===== src/rtl/present_arbiter.sv =====
// present_arbiter: round-robin two-requester front end for a PRESENT cipher core with timeout abort.
module present_arbiter #(
  parameter int TIMEOUT = 64,
  parameter bit BITREV = 1
) (
  input  logic        sys_clk,
  input  logic        sys_rst,
  input  logic        req0_valid,
  input  logic        req1_valid,
  input  logic [63:0] req0_state,
  input  logic [63:0] req1_state,
  input  logic [79:0] req0_key,
  input  logic [79:0] req1_key,
  output logic        req0_ready,
  output logic        req1_ready,
  output logic        resp0_valid,
  output logic        resp1_valid,
  output logic [63:0] resp_data,
  output logic        resp_err,
  output logic        core_start,
  output logic [63:0] core_state,
  output logic [79:0] core_key,
  input  logic        core_end,
  input  logic [63:0] core_result
);
  localparam logic [1:0] IDLE = 2'd0, RUN = 2'd1, RESP = 2'd2, DRAIN = 2'd3;
  localparam int TW = $clog2(TIMEOUT + 1);
  logic [1:0] state;
  logic [TW-1:0] timer;
  logic last, gnt, pick;
  logic [63:0] rev, result;
  for (genvar i = 0; i < 64; i++) begin : g_rev
    assign rev[i] = core_result[63-i];
  end
  assign result = BITREV ? rev : core_result;
  // on a tie the requester not granted last wins
  assign pick = (req0_valid && req1_valid) ? ~last : req1_valid;
  always_ff @(posedge sys_clk or posedge sys_rst) begin
    if (sys_rst) begin
      state       <= IDLE;
      timer       <= '0;
      last        <= 1'b1;
      gnt         <= 1'b0;
      req0_ready  <= 1'b0;
      req1_ready  <= 1'b0;
      resp0_valid <= 1'b0;
      resp1_valid <= 1'b0;
      resp_data   <= '0;
      resp_err    <= 1'b0;
      core_start  <= 1'b0;
      core_state  <= '0;
      core_key    <= '0;
    end else begin
      req0_ready  <= 1'b0;
      req1_ready  <= 1'b0;
      resp0_valid <= 1'b0;
      resp1_valid <= 1'b0;
      case (state)
        IDLE: if (req0_valid || req1_valid) begin
          gnt        <= pick;
          core_state <= pick ? req1_state : req0_state;
          core_key   <= pick ? req1_key : req0_key;
          core_start <= 1'b1;
          timer      <= '0;
          req0_ready <= ~pick;
          req1_ready <= pick;
          state      <= RUN;
        end
        RUN: begin
          timer <= timer + 1'b1;
          if (core_end) begin
            resp_data  <= result;
            resp_err   <= 1'b0;
            core_start <= 1'b0;
            state      <= RESP;
          end else if (timer == TW'(TIMEOUT - 1)) begin
            resp_data  <= '0;
            resp_err   <= 1'b1;
            core_start <= 1'b0;
            state      <= RESP;
          end
        end
        RESP: begin
          resp0_valid <= ~gnt;
          resp1_valid <= gnt;
          last        <= gnt;
          state       <= DRAIN;
        end
        DRAIN: if (!core_end) state <= IDLE;
      endcase
    end
  end
endmodule


===== config.mk =====
export PLATFORM = sky130hd
export DESIGN_NAME = present_arbiter
export DESIGN_NICKNAME = d
export VERILOG_FILES = /design/src/rtl/present_arbiter.sv
export SDC_FILE = /design/constraint.sdc
export NUM_CORES = 1
export LEC_CHECK = 0
export ABC_CLOCK_PERIOD_IN_PS = 8500
export BUFFER_PORTS_ARGS = -buffer_cell sky130_fd_sc_hd__buf_2
export CAP_MARGIN = 20
export CORE_AREA = 2 2 223 225
export CTS_BUF_LIST = sky130_fd_sc_hd__clkbuf_8
export DETAILED_ROUTE_END_ITERATION = 16
export DIE_AREA = 0 0 225 227
export GPL_TIMING_DRIVEN = 1
export RECOVER_POWER = 50
export SLEW_MARGIN = 20
export SYNTH_ARGS = -nofsm -noshare
export SYNTH_HDL_FRONTEND = slang
export SYNTH_SLANG_ARGS = --single-unit
export TNS_END_PERCENT = 10

===== constraint.sdc =====
create_clock -name sys_clk -period 8.5 [get_ports sys_clk]
set_input_delay 2.125 -clock sys_clk [delete_from_list [all_inputs] [get_ports sys_clk]]
set_output_delay 2.125 -clock sys_clk [all_outputs]
set_load 0.02 [all_outputs]

## Yosys cells after proc, flatten, opt, wreduce, memory -nomap -nowiden

Cells that the tools add are included.

| operators by class | value |
|---|---|
| shift operators | 0 |
| divide/modulo/power cells | 0 |
| equality and inequality tests | 7 |
| add/sub/neg operators | 1 |
| reduce and logical (&&, ||, !) cells | 10 |
| bitwise gates (word level) | 3 |
| multipliers | 0 |
| multiplexer cells | 24 |
| $lt $le $gt $ge | 0 |

Operator list:

| operator | count |
|---|---|
| $mux 64 | 3 |
| $mux 80 | 1 |
| $pmux 7 s2 | 1 |
| $mux 1 | 12 |
| $mux 2 | 4 |
| $pmux 2 s4 | 1 |
| $add 7x1->7 const B | 1 |
| $eq 7x6->1 const B | 1 |
| $mux 7 | 1 |
| $reduce_and 2->1 | 3 |
| $reduce_and 3->1 | 2 |
| $eq 2x2->1 const B | 2 |
| $ne 2x2->1 const B | 2 |
| $reduce_bool 2->1 | 2 |
| $ne 3x3->1 const B | 1 |
| $not 1->1 | 3 |
| $eq 2x1->1 const B | 1 |
| $logic_not 2->1 | 1 |
| $pmux 1 s2 | 1 |
| $logic_and 1x1->1 | 1 |
| $logic_or 1x1->1 | 1 |

| storage, ports and cells | value |
|---|---|
| latch bits | 0 |
| bits in read-only memories | 0 |
| bits of input ports | 357 |
| output and inout bits | 214 |
| RAM bits | 0 |
| register bits | 225 |
| memories | 0 |
| word-level logic and storage cells | 58 |

## Logic depth before layout (Yosys ltp)

Gate-level depths: netlist (run 1).

| logic depth | value |
|---|---|
| depth after elaboration | 5 |
| gate-level depth with buffers | 8 |
| mapped depth without buffers | 6 |

## Worst setup path before layout (run 1)

OpenSTA, ideal clock, no wires.

| timing path | value |
|---|---|
| path type | input -> register |
| start | input req1_valid |
| end | register timer[0] |
| setup slack | 5407 ps |
| path buffers | 0 |
| stages | 4 |
| library setup time | 125 ps |
| data required time | 8375 ps |
| arrival | 2968 ps |
| path through | nor3b_2 > or2_2 > nor2_2 > mux2_2 |

| on the way | value |
|---|---|
| word-level cells in the longest chain between the ends | 3 |

RTL lines:

| item | RTL line | source |
|---|---|---|
| start: declaration | 9 | `input logic req1_valid,` |
| $logic_or 1x1->1 | 59 | `IDLE: if (req0_valid \|\| req1_valid) begin` |
| $ne 2x2->1 (no source line) | -- |  |
| $reduce_and 2->1 (no source line) | -- |  |
| end signal: assignment | 70 | `timer <= timer + 1'b1;` |
| end: declaration | 29 | `logic [TW-1:0] timer;` |

Every way passes these cells.
A chain may end at the register's enable or synchronous reset.

## Final worst setup path (run 1)

| timing path | value |
|---|---|
| start | input req1_valid |
| end | register core_state[0] |

| on the way | value |
|---|---|
| word-level cells in the longest chain between the ends | 3 |
| elaborated cells on any way between the ends | 5 |
| classes of those cells | 2 x mux; 3 x reduce/logical |

RTL lines:

| item | RTL line | source |
|---|---|---|
| $logic_and 1x1->1 | 37 | `assign pick = (req0_valid && req1_valid) ? ~last : req1_valid;` |
| $mux 1 | 37 |  |
| $mux 64 | 61 | `core_state <= pick ? req1_state : req0_state;` |
| end signal: assignment | 61 |  |
| end: declaration | 21 | `output logic [63:0] core_state,` |

Several ways; a longest one is shown, not always the timed one.

==> metrics.txt, run 1 <==
status=finished, violations left; Chip Height=between 200 and 250 um; core area=a little under 0.05 mm^2; Worst Setup Start Kind=input pin; Top Ports=between 500 and 600; CP Capture Type=flip-flop; clock tree buffer depth=3; first-pass GRT wire length=between 40 and 50 mm; worst path arrival time=roughly 6.5 ns; CTS tree=done; Buffers on Ports=570; share of cells above drive strength 1=0.4515; CTS resizes=0; pin count of the biggest net entering global routing=roughly 130; n_diodes=0; initial core utilization=0.2002; sequential-to-total area share from yosys stat=0.5794; skew final=between 0.02 and 0.025 ns; dpl hpwl=between 20 and 25 mm; H-tree lvl count=2; violated checks=capacitance limit, slew limit; Final setup violation count=0; max_cap viols=3; total grt overflow=0; Vias=8351; slew margin rel.=-1.870; Min-Delay Path Class=flip-flop to flip-flop; final wirelength=around 30 mm; maximum clock rate=around 160 MHz; RSZ-0062 raised after global routing=no; post-synth cell types=33; Cells after Synth=roughly 840; final core utilization=0.2844; Antenna Nets Post-Route=0; CTS clock-pin slew for the worst setup and hold paths=approximately 0.06 ns; Cell Pwr Density=roughly 370 mW/mm^2; syn_nets=roughly 1.2k; post-synthesis register bit count=225; routability cong.=between 0.8 and 0.9; Synth area leaders=dfrtp_1, mux2i_1, o21ai_0, a22o_1, nand2_1; mapped cell area=a little under 0.01 mm^2; Rows=81; Routed WL per cell=approximately 15 um; CP Class=input pin to flip-flop; # hold bufs at CTS=0; Die X=about 230 um; Tcrit/Tclk final=0.7131; Clock Latency Late Sink=between 0.5 and 0.6 ns; Vias/cell=between 4 and 5; Sink Count=roughly 230; fillers=roughly 5.1k; drt pass-1 iters=4; crit path max fanout=93; nets@finish=approximately 1.8k; post-CTS setup buffer count=0; Leakage=0.007448 uW; r2r worst-path depth=4; share of the synthesized area in the top cell type=0.5767; initial antenna violation count=1; CTS Buf Count=41; Syn. warnings=0; multi-input gate area in the final layout=between 0.003 and 0.004 mm^2; Max VDD drop=approximately 0.16 mV; DIE AREA=just over 0.05 mm^2; Post-Route Setup TNS=0 ns; All-Layer GR Usage=0.1097; vias in the first global route=just over 8k; Final min period=roughly 6 ns; DR iter-0 viols=about 240; DRC=0; clk root buf=clkbuf_8; Sequential Area=0.005632 mm^2; Worst-Margin Slew=~4.3 ns; cell count of the worst hold path=2; Yosys top cell by area=dfrtp_1; Synth Area per Inst=~12 um^2; Final Hold Viols=0; Pins Over Slew Limit=254; Crit path required time=between 8 and 9 ns; synth-to-layout area growth=42.04%
==> final cells by class <==
class,instances,share of cell area
Sequential cell,225,0.4079
Clock buffer,52,0.05184
Clock inverter,18,0.006978
Inverter,3,0.0009062
Timing Repair Buffer,576,0.2104
Multi-Input combinational cell,550,0.2656
Tap cell,622,0.05637
==> state kept, by name (all words and copies together) (netlist names), 2 cells and up <==
name        flops
resp_data      64
core_state     64
core_key       80
state           2
timer           7
==> worst max-delay path, cell delays in order <==
cell and delay, ns:
clkbuf_1 0.18, a21boi_0 1.12, clkbuf_2 2.09, mux2i_1 0.50
o21ai_1 0.25
==> placed cells by master (no fill, tap or decap), types with 2 or more instances in the layout <==
cell type  instances
nor3_1             2
o21ai_0          133
buf_4              4
xnor2_1            4
ha_1               6
clkbuf_1           2
buf_2            568
mux2i_1          145
inv_1             14
and2_0             2
o21ai_1           11
nand2_1          146
a21o_1             2
a21oi_1            2
nor3b_1            2
a22o_1            66
clkbuf_8          52
clkinv_2           3
nor2_1            11
dfrtp_1          224
mux2_2             4
nand3_1            2
==> power breakdown <==
part | internal (uW) | switching (uW)
Combinational | 791 | 1420
Sequential | 1570 | 261
Clock | 552 | 463
==> stage by stage <==
stage / hold WS (ns) / setup slack (ns) / total power, uW / area, um^2 / std cells
6_report: 0.4702 / 2.438 / 5058 / 13810 / 2046
5_1_grt: 0.4983 / 2.271 / 5438 / 13810 / 2046
4_1_cts: 0.4784 / 4.604 / 5155 / 13850 / 2046
3_5_place_dp: 0.4648 / 3.933 / 4093 / 13040 / 1976
3_3_place_gp: 0.4576 / 4.035 / 4036 / 13040 / 1976
2_1_floorplan: 0.4336 / 0.2138 / 3272 / 9721 / 839
==> cell usage after synthesis <==
cell type and instances:
dfrtp_1 224, nand2_1 146, mux2i_1 145, o21ai_0 117, a22o_1 66, o21ai_1 28, clkbuf_1 20, buf_2 19
buf_6 19, nor2_1 11, ha_1 6, mux2_2 4, xnor2_1 4, and2_1 3, buf_4 3, inv_1 3
a21o_1 2, a21oi_1 2, nand3_1 2, nor3_1 2, a21boi_2 1, a221oi_2 1, a31oi_1 1, and2b_1 1
and4_4 1, dfstp_2 1, nand2_4 1, nor2_2 1, nor2b_1 1, nor3b_1 1, nor3b_2 1, nor4_1 1
or2_2 1
==> cell families after synthesis <==
kind of cell | after synthesis | synth area share
buf+inv | 64 | 0.04299
simple gates | 173 | 0.07234
compound gates | 218 | 0.1400
xor+xnor | 4 | 0.003604
flops | 225 | 0.5794
mux | 149 | 0.1539
fa+ha+maj | 6 | 0.007723
==> worst paths after layout <==
| check | startpoint | slack (ns) | to |
|---|---|---|---|
| max in group asynchronous | sys_rst | 3.70 | core_key[28] |
| min in group asynchronous | sys_rst | 2.82 | resp_data[13] |
| hold reg to reg | core_state[53] | 0.47 | core_state[53] |
| setup reg to reg | last | 3.85 | core_state[0] |
| hold / removal | core_state[53] | 0.47 | core_state[53] |
| setup / recovery | req1_valid | 2.44 | core_state[0] |
==> routing by layer <==
layer / global-route usage / vias to the layer above / share of wire
met5: 0 / - / 0.00043
met4: 0.04529 / 2 / 0.030
met3: 0.03988 / 51 / 0.089
met2: 0.1856 / 383 / 0.48
met1: 0.1256 / 3838 / 0.40
li1: - / 4077 / -
No activity file was read; power rests on OpenSTA's default activity.
==> inputs of run 2 (changes only) <==
--- a/config.mk
+++ b/config.mk
@@ -5,13 +5,14 @@
 export SDC_FILE = /design/constraint.sdc
 export NUM_CORES = 1
 export LEC_CHECK = 0
-export ABC_CLOCK_PERIOD_IN_PS = 8500
+export ABC_AREA = 1
+export ABC_CLOCK_PERIOD_IN_PS = 5200
 export BUFFER_PORTS_ARGS = -buffer_cell sky130_fd_sc_hd__buf_2
 export CAP_MARGIN = 20
-export CORE_AREA = 2 2 223 225
+export CORE_AREA = 2 2 224 226
 export CTS_BUF_LIST = sky130_fd_sc_hd__clkbuf_8
 export DETAILED_ROUTE_END_ITERATION = 16
-export DIE_AREA = 0 0 225 227
+export DIE_AREA = 0 0 226 228
 export GPL_TIMING_DRIVEN = 1
 export RECOVER_POWER = 50
 export SLEW_MARGIN = 20
==> constraint.sdc (replaced) <==
create_clock -name sys_clk -period 5.2 [get_ports sys_clk]
set_input_delay 1.3 -clock sys_clk [delete_from_list [all_inputs] [get_ports sys_clk]]
set_output_delay 1.3 -clock sys_clk [all_outputs]
set_load 0.02 [all_outputs]
==> run 2 against run 1 <==
The flow still finishes with violations (capacitance limit, slew limit). Cell count up 18%. Design area up 2.1%. Clock-buffer cell count up 2. Critical endpoint is now core_state[35]. Combinational power up 76%. Clock power up 79%. Via count up 21%. Critical path depth up 1. Utilization up 0.12 points. Largest cell class unchanged. Global-route usage up 2.2 points. First-iteration DRC count up 120%. Largest power group unchanged.
==> metrics.txt, run 2 <==
fillers=roughly 5.3k; Antenna Nets Post-Route=0; Routed WL per cell=~15 um; worst path arrival time=~4.0 ns; max reg flops=80; Largest Register=core_key; syn_nets=1526; skew final=~0.029 ns; worst path bufs/invs=3; DIE AREA=slightly above 0.05 mm^2; Critical Path Max Stage Delay=about 1.4 ns; Syn. warnings=0; Sink Count=225; CP Cell Sequence=buf_2 > o21ai_4 > clkinvlp_2 > buf_12 > o21ai_0 > o21ai_0; pin count of the biggest net entering global routing=roughly 150; cell family with the largest share of critical-path delay=buffers and inverters; maximum clock rate=approximately 280 MHz; most numerous cell in the Yosys netlist=nand2_1; Tcrit/Tclk final=0.6919; routability cong.=between 0.9 and 1; CTS tree=done; Top Ports=between 500 and 600; post-synth cell types=23; total grt overflow=0; CP Class=input pin to flip-flop; Synth Flop Type=dfrtp_1; Vias=10.11k; CTS Buf Count=42; Buffers on Ports=570; most common cell after layout, fill and taps aside=buf_2; top cells by count, synth=nand2_1, dfrtp_1, o21ai_0; sequential-to-total area share from yosys stat=0.5764; Final Hold Viols=0; final instance area=between 0.01 and 0.015 mm^2; CTS clock-pin slew for the worst setup and hold paths=0.05 ns; Worst-Margin Slew=1.804 ns; FFs w/ async S/R, synth=1.000; Cell Pwr Density=623.5 mW/mm^2; Largest regs=core_key x80, core_state x64, resp_data x64; DRC=0; clock tree buffer depth=3; Synth Area per Inst=8.401 um^2; initial antenna violation count=4; Slowest cell on crit path=clkinvlp_2; Synth area leaders=dfrtp_1, nand2_1, o21ai_0, nor2_1, o21ai_1; Layout Cells excl Fill=2416; first-pass GRT wire length=roughly 54 mm; dpl hpwl=25.24 mm; Chip Height=~230 um; placed cell count=2343; Post-Route Setup TNS=0 ns; status=finished, violations left; violated checks=capacitance limit, slew limit; All-Layer GR Usage=0.1322; # hold bufs at CTS=0; most frequent cells in the layout=buf_2, nand2_1, o21ai_0, dfrtp_1, nor2_1; mapped cell area=0.009771 mm^2; post-synthesis register bit count=approximately 230; CTS resizes=0; max_cap viols=3; vias in the first global route=around 10k; Final min period=~3.6 ns; Rows=between 80 and 90; post-CTS setup buffer count=0; CP Capture Type=flip-flop; RSZ-0062 raised after global routing=no; Vias/cell=between 4 and 5; slew margin rel.=-0.2093; initial core utilization=0.1980; drt pass-1 iters=5; share of the synthesized area in the top cell type=0.5737; Clock Latency Late Sink=between 0.5 and 0.6 ns; crit path max fanout=about 70; H-tree lvl count=2; Yosys top cell by area=dfrtp_1; final wirelength=between 30 and 40 mm; DR iter-0 viols=slightly above 500; clk root buf=clkbuf_8; Leakage=about 0.0074 uW; Min-Delay Path Class=flip-flop to flip-flop; Pins Over Slew Limit=111; core area=0.04935 mm^2; synth-to-layout area growth=44.24%; share of cells above drive strength 1=0.3723; Max VDD drop=between 0.4 and 0.5 mV; Cells after Synth=roughly 1.2k; Worst Setup Start Kind=input pin; Final setup violation count=0; number of flops mapped to enable cells by yosys=0; most used cell, CP=o21ai_0; nets@finish=2078; DP Area=roughly 0.013 mm^2; Die X=about 230 um; Crit path required time=between 5 and 6 ns
[run 2: worst paths after layout]
kind,slack [ns],cells past startpoint,endpoint,start
worst min register to register,0.46,2,resp_data[57],resp_data[57]
min in group asynchronous,1.15,2,resp_data[47],sys_rst
worst min-delay path,0.46,2,resp_data[57],resp_data[57]
worst max register to register,1.77,7,core_state[35],state[0]
max in group asynchronous,2.02,3,resp_data[43],sys_rst
worst max-delay path,1.60,6,core_state[35],req1_valid
[run 2: cell type report]
class                   instances  area (um^2)  area share
clock buffers                  54        743.2     0.05273
inverters                      17        68.82    0.004883
clock inverters                18        147.6     0.01048
multi-input cells             844         3645      0.2586
flip-flops and latches        225         5632      0.3996
diodes                          1        2.502   0.0001776
well taps                     672        840.8     0.05966
repair buffers                585         3014      0.2139
[run 2: per-layer routing]
metal | vias up | track usage | routed length [um] | share of wire
met3 | 88 | 0.04238 | 3180 | 0.090
met2 | 492 | 0.2196 | 16350 | 0.46
met4 | 6 | 0.05195 | 1247 | 0.035
met5 | - | 0 | 41 | 0.0012
li1 | 4869 | - | - | -
met1 | 4659 | 0.1577 | 14380 | 0.41
[run 2: per-stage QoR]
stage                     hold slack, ns  worst slack, ns  total power (uW)  utilization
after floorplan                   0.4227           0.9628              5537            -
after global placement            0.4449            2.113              6996       0.2678
after detailed placement          0.4543            2.066              7065       0.2678
after CTS                         0.4676            2.587              8950       0.2859
after global routing              0.4797            1.275              9485       0.2856
final                             0.4622            1.602              8788       0.2856
[run 2: logic make-up (layout without fill, tap and decap cells)]
| kind of cell | after synthesis | after routing | synth area share |
|---|---|---|---|
| AND/OR/NAND/NOR | 539 | 539 | 0.2098 |
| AO/OA/AOI/OAI | 299 | 299 | 0.1546 |
| flip-flops | 225 | 225 | 0.5764 |
| buffers and inverters | 94 | 674 | 0.05161 |
| adder cells (fa/ha/maj) | 6 | 6 | 0.007683 |
| other | 0 | 1 | 0 |
[run 2: worst register-to-register path, cell delays in order, from the launching register on]
cell and delay (ns):
dfrtp_1 0.39, inv_1 0.10, ha_1 0.29, o21ai_4 0.11
clkinvlp_2 1.40, buf_12 0.74, o21ai_0 0.15, o21ai_0 0.12
[run 2: power breakdown]
part / leakage, uW / total [uW] / switching [uW] / internal (uW)
Sequential: 0.00277 / 3080 / 479 / 2600
Combinational: 0.00416 / 3890 / 2650 / 1250
Clock: 0.000495 / 1810 / 781 / 1030
==> inputs of run 3 (changes only) <==
--- a/config.mk
+++ b/config.mk
@@ -5,14 +5,14 @@
 export SDC_FILE = /design/constraint.sdc
 export NUM_CORES = 1
 export LEC_CHECK = 0
-export ABC_AREA = 1
-export ABC_CLOCK_PERIOD_IN_PS = 5200
+export ABC_AREA = 0
+export ABC_CLOCK_PERIOD_IN_PS = 3200
 export BUFFER_PORTS_ARGS = -buffer_cell sky130_fd_sc_hd__buf_2
 export CAP_MARGIN = 20
-export CORE_AREA = 2 2 224 226
+export CORE_AREA = 2 2 223 225
 export CTS_BUF_LIST = sky130_fd_sc_hd__clkbuf_8
 export DETAILED_ROUTE_END_ITERATION = 16
-export DIE_AREA = 0 0 226 228
+export DIE_AREA = 0 0 225 227
 export GPL_TIMING_DRIVEN = 1
 export RECOVER_POWER = 50
 export SLEW_MARGIN = 20
==> constraint.sdc (replaced) <==
create_clock -name sys_clk -period 3.2 [get_ports sys_clk]
set_input_delay 0.8 -clock sys_clk [delete_from_list [all_inputs] [get_ports sys_clk]]
set_output_delay 0.8 -clock sys_clk [all_outputs]
set_load 0.02 [all_outputs]
==> run 3 against run 2 <==
The flow still finishes with violations (capacitance limit, slew limit). Critical path depth down 2. Register-to-register slack worse by 1.1 ns. Design area decreased by 0.32%. Sequential power rose by 60%. Clock power is 50% higher. Utilization is 0.38 points higher. Hold slack worse by 0.070 ns. Non-clock buffer count grew 13. Combinational power rose by 52%. Clock-buffer cell count is 1 lower. Clock skew down 0.013 ns. Sequential cell count did not move. Critical endpoint is now core_state[43]. Largest cell class unchanged.
==> metrics.txt, run 3 (synthesized netlist as in run 1, its figures left out) <==
Layout Cells excl Fill=2072; Final setup violation count=0; DIE AREA=between 0.05 and 0.06 mm^2; routability cong.=0.8339; total power=13570 uW; most common cell after layout, fill and taps aside=buf_2; Final min period=around 2.5 ns; worst path arrival time=approximately 2.9 ns; CTS Buf Count=42; Post-Route Setup TNS=0 ns; Critical Path Max Stage Delay=1.13 ns; Tcrit/Tclk final=0.7797; Min-Delay Path Class=input pin to async pin; Min Hold Slack=about 0.4 ns; Worst Setup Start Kind=flip-flop; DP Area=0.01332 mm^2; worst r2r dst=core_state[43]; CTS resizes=0; Worst-Margin Slew=approximately 1.7 ns; final instance area=approximately 0.014 mm^2; worst r2r src=last; initial core utilization=0.2002; Slowest cell on crit path=clkbuf_2; core area=0.04855 mm^2; Pins Over Slew Limit=between 60 and 70; clock tree buffer depth=3; fillers=5127; placed cell count=around 2k; DRC=0; H-tree lvl count=2; CP Class=flip-flop to flip-flop; DR iter-0 viols=309; Antenna Nets Post-Route=0; RSZ-0062 raised after global routing=no; crit path max fanout=between 40 and 50; CP Cell Sequence=a21boi_4 > clkbuf_2 > mux2i_1 > o21ai_0; skew final=around 0.015 ns; Cell Pwr Density=just under 1000 mW/mm^2; Crit path required time=3.62 ns; CTS tree=done; drt pass-1 iters=4; Largest Register=core_key; Vias/cell=approximately 4.1; initial antenna violation count=3; CP Capture Type=flip-flop; Sink Count=225; total grt overflow=0; slew margin rel.=-0.1006; Rows=81; Die X=about 230 um; FF-to-FF setup slack=between 0.7 and 0.8 ns; Vias=around 8.5k; max_cap viols=2; Routed WL per cell=15.16 um; r2r worst-path depth=4; final wirelength=~31 mm; CTS clock-pin slew for the worst setup and hold paths=0.06 ns; All-Layer GR Usage=0.1159; Buffers on Ports=570; # hold bufs at CTS=0; share of cells above drive strength 1=0.4523; most frequent cells in the layout=buf_2, dfrtp_1, nand2_1; synth-to-layout area growth=44.52%; dpl hpwl=~24 mm; vias in the first global route=about 8.6k; violated checks=capacitance limit, slew limit; first-pass GRT wire length=46.33 mm; Top Ports=around 570; max reg flops=80; pin count of the biggest net entering global routing=between 100 and 150; Chip Height=between 200 and 250 um; Max VDD drop=~0.53 mV; Leakage=approximately 0.0076 uW; Largest regs=core_key x80, core_state x64, resp_data x64; post-CTS setup buffer count=0; clk root buf=clkbuf_8; maximum clock rate=about 400 MHz; Final Hold Viols=0; nets@finish=around 1.8k; Clock Latency Late Sink=roughly 0.57 ns; status=finished, violations left
-- run 3: cell type report --
cell class / count / area (um^2) / share of cell area
multi-input combinational: 550 / 3675 / 0.2616
clock buffer: 53 / 729.5 / 0.05192
clock inverter: 19 / 86.33 / 0.006145
inverter: 3 / 12.51 / 0.0008906
tap: 622 / 778.2 / 0.05540
sequential: 225 / 5632 / 0.4009
timing repair buffer: 598 / 3131 / 0.2228
antenna: 2 / 5.005 / 0.0003563
-- run 3: power breakdown --
group          internal, uW  total, uW  switching [uW]  leakage (uW)
clock                  1480       2710            1220      0.000475
sequential             4180       4930             752       0.00281
combinational          2140       5930            3800       0.00428
total                  7800      13600            5770       0.00756
-- run 3: worst max path at each step --
stage / from / endpoint / slack [ns] / cells after the start
after floorplan: sys_rst / core_key[0] / -0.54 / 1
after global placement: req1_valid / core_state[47] / 0.89 / 6
after detailed placement: req1_valid / core_state[42] / 0.84 / 6
after CTS: core_key[18] / core_key[18] / 1.11 / 1
after global routing: sys_rst / resp_data[28] / 0.53 / 4
final: last / core_state[43] / 0.70 / 4
-- run 3: metal layers --
metal | track usage | vias to the layer above | wire length (um)
met2 | 0.2024 | 370 | 15530
met4 | 0.03867 | 4 | 689
li1 | - | 4132 | -
met3 | 0.03872 | 53 | 2557
met5 | 0 | - | 27
met1 | 0.1330 | 3913 | 12600
-- run 3: worst max-delay path: cells and delay by family, from the launching register on --
family,cells,cell delay [ns]
DFF,1,0.41
AOI/OAI and AO/OA,2,0.33
buffers and inverters,1,1.13
muxes,1,0.33
-- run 3: metrics by stage --
stage | setup WS, ns | util
after floorplan | -0.5372 | -
after global routing | 0.5307 | 0.2893
after global placement | 0.8936 | 0.2743
after CTS | 1.110 | 0.2911
final | 0.7049 | 0.2894
after detailed placement | 0.8414 | 0.2743
